$ cat config.mk
export PLATFORM = sky130hd
export DESIGN_NAME = add_sub_post_norm
export DESIGN_NICKNAME = d
export VERILOG_FILES = /design/src/rtl/add_sub_post_norm.sv
export SDC_FILE = /design/constraint.sdc
export NUM_CORES = 1
export LEC_CHECK = 0
export BUFFER_PORTS_ARGS = -buffer_cell sky130_fd_sc_hd__buf_4
export CAP_MARGIN = 40
export CORE_MARGIN = 2
export CORE_UTILIZATION = 60
export DETAILED_ROUTE_END_ITERATION = 16
export GPL_TIMING_DRIVEN = 0
export PLACE_DENSITY = 0.83
export RECOVER_POWER = 50
export SYNTH_ARGS = -nofsm -noshare
export SYNTH_HDL_FRONTEND = slang
export SYNTH_SLANG_ARGS = --single-unit
$ cat constraint.sdc
create_clock -name clk -period 9.86 [get_ports clk]
set_input_delay 1.972 -clock clk [delete_from_list [all_inputs] [get_ports clk]]
set_output_delay 1.972 -clock clk [all_outputs]
set_load 0.005 [all_outputs]
$ cat src/rtl/add_sub_post_norm.sv
// Single-precision add/sub back end: mantissa add/subtract, normalize, round, pack.
// Two register stages, one result per cycle, fixed latency of two clocks.
module add_sub_post_norm (
  input  logic        clk,
  input  logic        reset,
  input  logic        in_valid,
  input  logic [1:0]  rmode,
  input  logic [26:0] fracta,
  input  logic [26:0] fractb,
  input  logic [7:0]  exp_dn,
  input  logic        sign,
  input  logic        fasu_op,
  input  logic        nan_in,
  input  logic        result_zero_sign,
  input  logic        nan_sign,
  output logic        out_valid,
  output logic [31:0] result,
  output logic        overflow,
  output logic        underflow,
  output logic        inexact
);

  typedef enum logic [1:0] {
    RM_NEAREST = 2'd0,
    RM_ZERO    = 2'd1,
    RM_POS     = 2'd2,
    RM_NEG     = 2'd3
  } rmode_t;

  logic        s1_valid;
  logic [27:0] s1_sum;
  logic [7:0]  s1_exp;
  logic        s1_sign;
  logic        s1_nan;

  always_ff @(posedge clk or posedge reset) begin
    if (reset) begin
      s1_valid <= 1'b0;
      s1_sum   <= '0;
      s1_exp   <= '0;
      s1_sign  <= 1'b0;
      s1_nan   <= 1'b0;
    end else begin
      s1_valid <= in_valid;
      s1_sum   <= fasu_op ? ({1'b0, fracta} + {1'b0, fractb})
                          : ({1'b0, fracta} - {1'b0, fractb});
      s1_exp   <= exp_dn;
      s1_sign  <= sign;
      s1_nan   <= nan_in;
    end
  end

  logic signed [9:0] e_eff, e_norm, e_fin;
  logic [4:0]        lz, shamt;
  logic [26:0]       m;
  logic              g, r, st, inx, inc, to_inf;
  logic [24:0]       mant_r;
  logic [23:0]       mant_f;
  logic [7:0]        exp_field;
  logic [31:0]       res_c;
  logic              ov_c, uf_c, ix_c;

  always_comb begin
    e_eff     = (s1_exp == 8'd0) ? 10'sd1 : $signed({2'b00, s1_exp});
    lz        = 5'd27;
    shamt     = '0;
    m         = '0;
    e_norm    = e_eff;
    inc       = 1'b0;
    to_inf    = 1'b0;
    res_c     = '0;
    ov_c      = 1'b0;
    uf_c      = 1'b0;
    ix_c      = 1'b0;

    // Ascending scan: the highest set bit is the last to write lz.
    for (int unsigned i = 0; i < 27; i++) begin
      if (s1_sum[i]) lz = 5'(26 - i);
    end

    if (s1_sum[27]) begin
      m      = {s1_sum[27:2], s1_sum[1] | s1_sum[0]};
      e_norm = e_eff + 10'sd1;
    end else begin
      // Shift is capped so the exponent never drops below 1 (denormal floor).
      if ($signed({5'b00000, lz}) < (e_eff - 10'sd1)) shamt = lz;
      else                                              shamt = e_eff[4:0] - 5'd1;
      m      = s1_sum[26:0] << shamt;
      e_norm = e_eff - $signed({5'b00000, shamt});
    end

    g   = m[2];
    r   = m[1];
    st  = m[0];
    inx = g | r | st;

    case (rmode_t'(rmode))
      RM_NEAREST: inc = g & (r | st | m[3]);
      RM_ZERO:    inc = 1'b0;
      RM_POS:     inc = inx & ~s1_sign;
      RM_NEG:     inc = inx & s1_sign;
      default:    inc = 1'b0;
    endcase

    mant_r = {1'b0, m[26:3]} + {24'b0, inc};
    if (mant_r[24]) begin
      mant_f = 24'h800000;
      e_fin  = e_norm + 10'sd1;
    end else begin
      mant_f = mant_r[23:0];
      e_fin  = e_norm;
    end
    exp_field = mant_f[23] ? e_fin[7:0] : 8'd0;

    case (rmode_t'(rmode))
      RM_NEAREST: to_inf = 1'b1;
      RM_POS:     to_inf = ~s1_sign;
      RM_NEG:     to_inf = s1_sign;
      default:    to_inf = 1'b0;
    endcase

    if (s1_nan) begin
      res_c = {nan_sign, 8'hFF, 1'b1, 22'b0};
    end else if (s1_exp == 8'hFF) begin
      res_c = {s1_sign, 8'hFF, 23'b0};
    end else if (s1_sum == '0) begin
      res_c = {result_zero_sign, 31'b0};
    end else if (e_fin >= 10'sd255) begin
      ov_c  = 1'b1;
      ix_c  = 1'b1;
      res_c = to_inf ? {s1_sign, 8'hFF, 23'b0} : {s1_sign, 31'h7F7FFFFF};
    end else begin
      ix_c  = inx;
      uf_c  = inx & (exp_field == 8'd0);
      res_c = {s1_sign, exp_field, mant_f[22:0]};
    end
  end

  always_ff @(posedge clk or posedge reset) begin
    if (reset) begin
      out_valid <= 1'b0;
      result    <= '0;
      overflow  <= 1'b0;
      underflow <= 1'b0;
      inexact   <= 1'b0;
    end else begin
      out_valid <= s1_valid;
      result    <= res_c;
      overflow  <= ov_c;
      underflow <= uf_c;
      inexact   <= ix_c;
    end
  end

endmodule
After elaboration in Yosys (flattened, before gate mapping)

Cells that the tools add are included.

Logic and storage cells: 94
Bits in registers: 75
Output and inout port bits: 36
Input bits: 72

Bitwise operators: 10
Eq/ne operators: 4
Multiplexer cells: 55
Shift-type cells: 1
Add/subtract/negate cells: 8
Magnitude comparators: 2
Reductions and logical operators: 4

Operators by type and width:

| operator              | count |
|---|---|
| $mux 5                | 28 |
| $mux 32               | 3 |
| $mux 24               | 2 |
| $mux 31               | 1 |
| $add 27x27->28        | 1 |
| $logic_not 28->1      | 1 |
| $mux 28               | 1 |
| $sub 27x27->28        | 1 |
| $mux 27               | 1 |
| $shl 27x5->27         | 1 |
| $add 24x1->25         | 1 |
| $mux 10               | 2 |
| $logic_not 8->1       | 2 |
| $mux 8                | 2 |
| $mux 1                | 13 |
| $add 10x2->10 const B | 1 |
| $ge 10x9->1 const B   | 1 |
| $add 8x1->9 const B   | 1 |
| $lt 6x9->1            | 1 |
| $sub 8x1->9 const B   | 1 |
| $sub 8x5->9           | 1 |
| $eq 8x8->1 const B    | 1 |
| $or 1x1->1            | 5 |
| $sub 5x1->5 const B   | 1 |
| 7 further kinds       | 11 |

Logic depth before layout (Yosys ltp)

Gate-level depths: netlist of the first run.

Depth after elaboration: 45
Gate-level depth with buffers: 35

Least setup slack after synthesis of the first run

Ideal clock, no wire load.

Path kind: register to register
Start point: reg s1_exp[6]
End point: reg result[26]
Clock period less this slack: 6.918 ns
Stages on the path, launching flop included: 36
Arrival time: 6.768 ns
Path slack: 2.942 ns
Library setup time: 0.150 ns
Required time: 9.710 ns
Cells stage by stage: dfrtp_1 -> clkbuf_1 -> nor3_1 -> and2_1 -> a21oi_1 -> ha_1 -> buf_2 -> nand2_1 -> xor2_1 -> ha_1 -> a21oi_1 -> o21a_1 -> a211oi_1 -> or4b_4 -> o21ai_4 -> mux2i_2 -> inv_2 -> buf_4 -> nand3_1 -> and2_1 -> a22oi_1 -> a21oi_1 -> nor2_1 -> nor3_1 -> ha_1 -> ha_1 -> o2111ai_2 -> nor4_4 -> nand3_4 -> or2_1 -> buf_6 -> mux2i_1 -> a211oi_4 -> buf_2 -> o21a_1 -> o21ai_1

Cells in the longest elaborated chain, start to end: 19
Elaborated cells between the ends (all ways): 31
Those cells by class: add/sub (6); order compare (2); eq/ne (1); shift (1); mux (13); bitwise (7); reduce/logical (1)

Ends and longest elaborated chain:

| element                                      | RTL line | text |
|---|---|---|
| start, declared                              | 32       | `logic [7:0] s1_exp;` |
| start signal, assigned                       | 47       | `s1_exp <= exp_dn;` |
| $logic_not 8->1                              | 64       | `e_eff = (s1_exp == 8'd0) ? 10'sd1 : $signed({2'b00, s1_exp});` |
| $mux 8                                       | 64       |  |
| $sub 8x1->9                                  | 86       | `if ($signed({5'b00000, lz}) < (e_eff - 10'sd1)) shamt = lz;` |
| $lt 6x9->1                                   | 86       |  |
| $mux 5                                       | 86       |  |
| $mux 5                                       | 81       | `if (s1_sum[27]) begin` |
| $shl 27x5->27                                | 88       | `m = s1_sum[26:0] << shamt;` |
| $mux 27                                      | 81       |  |
| [4 not listed]                               | --       |  |
| $add 24x1->25                                | 105      | `mant_r = {1'b0, m[26:3]} + {24'b0, inc};` |
| $mux 10 / $mux 24 (equally long branches)    | 106      | `if (mant_r[24]) begin` |
| $ge 10x9->1 / $mux 8 (equally long branches) | 128, 113 |  |
| $mux 31                                      | 128      | `end else if (e_fin >= 10'sd255) begin` |
| $mux 32                                      | 126      | `end else if (s1_sum == '0) begin` |
| $mux 32 (*)                                  | 124      | `end else if (s1_exp == 8'hFF) begin` |
| $mux 32 (*)                                  | 122      | `if (s1_nan) begin` |
| named net res_c[26]                          | 60       | `logic [31:0] res_c;` |
| end signal, assigned                         | 148      | `result <= res_c;` |
| end, declared                                | 17       | `output logic [31:0] result,` |

The timed path passes the listed nets; every way through them passes the cells marked *. The select of a mux whose other input is x is not followed.

Worst setup path after layout of the first run

Start point: reg s1_exp[7]
End point: reg result[19]

Cells in the longest elaborated chain, start to end: 19
Elaborated cells between the ends (all ways): 30
Those cells by class: add/sub (6); order compare (2); eq/ne (1); shift (1); mux (12); bitwise (7); reduce/logical (1)

Ends and longest elaborated chain:

| element             | RTL line |
|---|---|
| $logic_not 8->1     | 64 |
| $mux 8              | 64 |
| $sub 8x1->9         | 86 |
| $lt 6x9->1          | 86 |
| $mux 5              | 86 |
| $mux 5              | 81 |
| $shl 27x5->27       | 88 |
| $mux 27             | 81 |
| [4 not listed]      | -- |
| $add 24x1->25       | 105 |
| $mux 10             | 106 |
| $ge 10x9->1         | 128 |
| $mux 31             | 128 |
| $mux 32             | 126 |
| $mux 32 (*)         | 124 |
| $mux 32 (*)         | 122 |
| named net res_c[19] | 60 |

Marks and branches as above.

==> metrics.txt, run 1 <==
run status finished, violations left; failing checks max-capacitance violations, max-slew violations; Final Max Tran Viols 44; Synth area leaders dfrtp_1 (24%), ha_1 (6.6%), a21oi_1 (6.6%); Final Hold Viols 0; met2 usage between 60% and 70%; met3 Track Usage GR 4.990%; H-tree levels 3; Num CTS Buffers 9; worst path required time between 10 and 15 ns; share of cells above drive strength 1 between 10% and 20%; Syn Nets 1,099; Tot GR Track Use 36.82%; antenna cells 0; Setup Viol. Count Final 0; CTS Buffer Depth 2; slowest stage delay, CP 0.66 ns; routed via count about 8,300; post-layout util 71.68%; P&R area growth vs syn 16.78%; row count 41; Most used DFF post-synth dfrtp_1; CTS sink count 75; Async S/R FF share, synth 100.0%; Post-Syn Area about 7700 um^2; vias per cell 6.499; Synth top cells by count a21oi_1 (102), nor2_1 (90), dfrtp_1 (75), nand2_1 (74), nand3_1 (72); crit start category flip-flop; met1 Track Usage GR 45.40%; leakage a little under 4 nW; global-route wire length before repair 41,030 um; vias in the first global route 7,922; Worst-path clk slew 0.07 ns; DIE HEIGHT around 120 um; Critical-path top delay cell mux2i_2; sequential share of the synthesized area 24.23%; clock root cell clkbuf_16; minimum clock period just under 9 ns; Hold-fix buffers, CTS 0; GR Overflow Total 0; num ports 108; crit share post-route approximately 89%; RePlAce Congestion 1.013; insertion delay of the later-clocked pin in the worst-skew pair roughly 0.35 ns; worst-case vdd ir drop between 90 and 100 uV; max_slew headroom -50.46%; number of DRC markers in iteration 0 888; measured slew at the worst slew-check pin 2.257 ns; worst hold-check path type reg -> reg; Pre-Repair DR Iteration Count 7; WS Path Type reg -> reg; clk_skew 0.01249 ns; TNS Setup 0 ns; Critical Path End Type flip-flop; post-synth top area share 24.23%; count of different cell masters after synthesis 92; input/output buffers 106; post-CTS sizing 0; f_max 0.1134 GHz; die width around 120 um; CTS tree yes; Power Dens Cells 226.8 nW/um^2; Avg Inst Size Synth slightly below 8 um^2; unrepaired setup endpoints after global routing no; drt total wl 25,640 um; Worst Path Arrival 9.01 ns; Syn. warnings 0; post-synthesis instance total a little under 1,000; Die Area about 14,000 um^2; Max FO, Critical Path 10; Nets around 1,200; Post-DP HPWL 20,360 um; busiest grt layer met2; WL/cell roughly 20 um; Max-Cap Viols 1; Synth area leader dfrtp_1; post-CTS setup buffer count 0; Initial Utilization slightly above 60%; largest net degree at the start of global routing 44; Residual DRC 0; Post-synth EDFFs 0; antenna violations before repair 0; most frequent cell after synthesis a21oi_1; Routed Antenna Nets 0; Seq cells post-synth between 70 and 80; core area between 10,000 and 15,000 um^2
[cells by family (layout without fill, tap and decap cells)]
family                   after synthesis  count (layout)  synth area share, %
AO/OA/AOI/OAI                        288             288                24.44
XOR/XNOR                              83              83                9.384
adder cells (fa/ha/maj)               43              43                7.139
buffers and inverters                 87             211                5.056
flip-flops                            75              75                24.23
multiplexers                          29              29                4.490
AND/OR/NAND/NOR                      379             379                25.26
[flip-flops by register name, indices dropped and copies added (netlist names)]
| name | flops |
|---|---|
| result | 32 |
| underflow | 1 |
| out_valid | 1 |
| s1_sign | 1 |
| inexact | 1 |
| s1_nan | 1 |
| s1_exp | 8 |
| s1_valid | 1 |
| s1_sum | 28 |
| overflow | 1 |
[stage by stage]
stage / power (mW) / hold slack [ns] / setup WS [ns] / cell area, um^2 / std cells
after floorplan: 1.309 / 0.3312 / 2.942 / 7746 / 984
after global placement: 1.682 / 0.3368 / 1.677 / 8757 / 1262
after detailed placement: 1.705 / 0.3662 / 1.377 / 8787 / 1265
after CTS: 2.018 / 0.3799 / 1.307 / 9066 / 1280
after global routing: 2.178 / 0.3851 / 0.6735 / 9046 / 1280
final: 2.052 / 0.3806 / 1.042 / 9046 / 1280
[placed cells by master (no fill, tap or decap), types with 15 or more instances in the layout]
cell type / n
a21oi_1: 102
buf_4: 95
nor2_1: 90
dfrtp_1: 75
nand2_1: 74
nand3_1: 72
o21ai_0: 48
xor2_1: 42
xnor2_1: 41
ha_1: 41
inv_1: 36
nor3_1: 33
clkbuf_1: 26
mux2i_1: 21
and2_1: 17
clkbuf_4: 16
o21a_1: 15
[final cells by class]
| type | instances | area [um^2] |
|---|---|---|
| fill | 957 | 3573 |
| tap | 172 | 215.2 |
| multi-input combinational | 822 | 5478 |
| sequential | 75 | 1877 |
| timing repair buffer | 109 | 805.8 |
| clock buffer | 10 | 239.0 |
| clock inverter | 5 | 40.04 |
| buffer | 47 | 241.5 |
| inverter | 40 | 150.1 |
[power by group]
group | total, mW | internal [mW] | switching [mW]
clock network | 0.306 | 0.176 | 0.129
registers | 0.484 | 0.389 | 0.0954
logic | 1.26 | 0.494 | 0.768
[routing by layer]
metal  vias up  routed length [um]
met5         -                   0
met4         0                1167
met3        96                1894
met2       472               12530
met1      3907               10050
li1       3844                   -
[worst max-delay path: cells and delay by family, from the launching register on]
kind / cells / cell delay, ns
simple gates: 11 / 2.46
compound gates: 10 / 2.30
buf+inv: 6 / 1.49
fa+ha+maj: 4 / 1.06
mux: 2 / 0.82
flops: 1 / 0.33
xor+xnor: 1 / 0.17
[path summary, 6_finish.rpt]
path	from	end	slack, ns	cells past startpoint
setup reg to reg	s1_exp[7]	result[19]	1.04	34
min in group asynchronous	reset	out_valid	1.91	2
hold reg to reg	s1_valid	out_valid	0.38	0
hold / removal	s1_valid	out_valid	0.38	0
max in group asynchronous	reset	s1_sum[27]	5.27	3
setup / recovery	s1_exp[7]	result[19]	1.04	34
Note: power is estimated with default switching activity, not from simulation.
==> run 2: changes to the inputs <==
Settings changed: CORE_ASPECT_RATIO from default to 1.25.
==> run 2 against run 1 <==
  * The run still ends with max-capacitance violations, max-slew violations left
  * Fmax up 3.0%
  * Worst hold slack worse by 0.014 ns
  * Cell count unchanged
  * Wire length up 0.92%
  * Sequential share of layout area down 0.12 points
  * Cell area up 0.58%
  * Setup slack better by 0.26 ns
  * Clock skew down 0.0019 ns
  * Register-to-register slack better by 0.26 ns
  * Via count up 0.20%
  * Sequential power about the same
  * Critical path depth unchanged
  * Highest routed layer unchanged
==> metrics.txt, run 2 (same netlist as run 1, synthesis figures left out) <==
row count 46 (was 41); Nets 1,222 (was 1,219); Post-DP HPWL 20,560 um (was 20,360 um); share of cells above drive strength 1 16.73% (was 16.61%); unrepaired setup endpoints after global routing no (unchanged); Worst Path Arrival 8.76 ns (was 9.01 ns); FF-to-FF setup slack 1.30 ns (was 1.04 ns); CTS Buffer Depth 2 (unchanged); CTS tree yes (unchanged); placed cells 1,263 (was 1,265); slowest stage delay, CP 0.57 ns (was 0.66 ns); Pre-Repair DR Iteration Count 6 (was 7); P&R area growth vs syn 17.46% (was 16.78%); DIE HEIGHT 131.0 um (was 117.6 um); Worst-path clk slew 0.06 ns (was 0.07 ns); Crit path max-delay family simple AND/OR/NAND/NOR gates (unchanged); Residual DRC 0 (unchanged); clock root cell clkbuf_16 (unchanged); largest net degree at the start of global routing 43 (was 44); final cell count without fillers 1,280 (unchanged); max_slew headroom -43.37% (was -50.46%); most frequent cells in the layout a21oi_1 (102), buf_4 (96), nor2_1 (90) (was a21oi_1 (102), buf_4 (95), nor2_1 (90)); vias in the first global route 8,051 (was 7,922); minimum clock period 8.561 ns (was 8.819 ns); GR Overflow Total 0 (unchanged); insertion delay of the later-clocked pin in the worst-skew pair 0.35 ns (about the same); Top reg by flops result (unchanged); Final Hold Viols 0 (unchanged); failing checks max-capacitance violations, max-slew violations (unchanged); routed via count 8,336 (was 8,319); antenna cells 0 (unchanged); max FFs per register 32 (unchanged); Critical-path top delay cell or4b_4 (was mux2i_2); TNS Setup 0 ns (unchanged); worst hold-check path type reg -> reg (unchanged); WL/cell 20.21 um (was 20.03 um); antenna violations before repair 0 (unchanged); Critical Path End Type flip-flop (unchanged); measured slew at the worst slew-check pin 2.150 ns (was 2.257 ns); vias per cell 6.513 (was 6.499); CTS sink count 75 (unchanged); H-tree levels 3 (unchanged); run status finished, violations left (unchanged); Tot GR Track Use 37.51% (was 36.82%); global-route wire length before repair 40,370 um (was 41,030 um); leakage 3.986 nW (was 3.954 nW); Die Area 13,840 um^2 (about the same); clk_skew 0.01055 ns (was 0.01249 ns); worst path required time 10.05 ns (about the same); Routed Antenna Nets 0 (unchanged); post-CTS setup buffer count 0 (unchanged); Num CTS Buffers 9 (unchanged); post-CTS sizing 0 (unchanged); core area 12,660 um^2 (was 12,620 um^2); drt total wl 25,870 um (was 25,640 um); Buf+Inv Stages, Crit Path 6 (unchanged); largest registers result x32, s1_sum x28, s1_exp x8 (unchanged); crit share post-route 86.83% (was 89.44%); die width 105.6 um (was 117.6 um); WHS 0.3665 ns (was 0.3806 ns); Final Max Tran Viols 43 (was 44); Max FO, Critical Path 10 (unchanged); number of DRC markers in iteration 0 941 (was 888); crit start category flip-flop (unchanged); Max-Cap Viols 1 (unchanged); commonest non-fill, non-tap cell in the layout a21oi_1 (unchanged); num ports 108 (unchanged); input/output buffers 106 (unchanged); Hold-fix buffers, CTS 0 (unchanged); f_max 0.1168 GHz (was 0.1134 GHz); Power Dens Cells 232.9 nW/um^2 (was 226.8 nW/um^2); WS Path Type reg -> reg (unchanged); Setup Viol. Count Final 0 (unchanged); Initial Utilization 61.18% (was 61.38%); worst-case vdd ir drop 124.2 uV (was 91.74 uV); RePlAce Congestion 1.001 (was 1.013)
[run 2: area by class of cell]
type | count | area, um^2
plain buffers | 47 | 241.5
clock buffers | 10 | 229.0
clock inverters | 6 | 88.84
fillers | 1030 | 3563
inverters | 40 | 150.1
multi-input cells | 822 | 5478
flip-flops and latches | 75 | 1877
well taps | 168 | 210.2
repair buffers | 112 | 824.5
[run 2: final timing paths]
check,endpoint,startpoint,depth (start not counted)
max,result[18],s1_exp[7],34
min,out_valid,s1_valid,0
max reg2reg,result[18],s1_exp[7],34
min reg2reg,out_valid,s1_valid,0
max in group asynchronous,s1_sum[18],reset,3
min in group asynchronous,result[29],reset,2
[run 2: power by group]
group / total (mW) / switching [mW] / internal [mW]
Sequential: 0.481 / 0.0927 / 0.389
Combinational: 1.28 / 0.785 / 0.498
Clock: 0.355 / 0.133 / 0.222
Total: 2.12 / 1.01 / 1.11
[run 2: worst reg2reg max path, delay by kind of cell (launching register included)]
| kind | cells | cell delay [ns] |
|---|---|---|
| buffers and inverters | 6 | 1.48 |
| flip-flops | 1 | 0.33 |
| multiplexers | 2 | 0.73 |
| XOR/XNOR | 1 | 0.16 |
| AO/OA/AOI/OAI | 10 | 2.19 |
| AND/OR/NAND/NOR | 11 | 2.47 |
| adder cells (fa/ha/maj) | 4 | 1.05 |
[run 2: stage by stage]
step           setup slack, ns  cell area [um^2]  utilization, %  total power, mW
6_report                 1.299              9099           71.86            2.119
5_1_grt                 0.6971              9099           71.86            2.232
4_1_cts                  1.432              9111           71.96            2.074
3_5_place_dp             1.567              8793           69.45            1.714
3_3_place_gp             1.691              8752           69.12            1.691
2_1_floorplan            2.942              7746               -            1.309
[run 2: routing by layer]
layer / vias up / routed length (um) / track usage (%)
met2: 449 / 12770 / 68.54
met4: 0 / 1798 / 26.01
li1: 3852 / - / -
met3: 125 / 1729 / 5.704
met1: 3910 / 9576 / 39.90
met5: - / 0 / 0
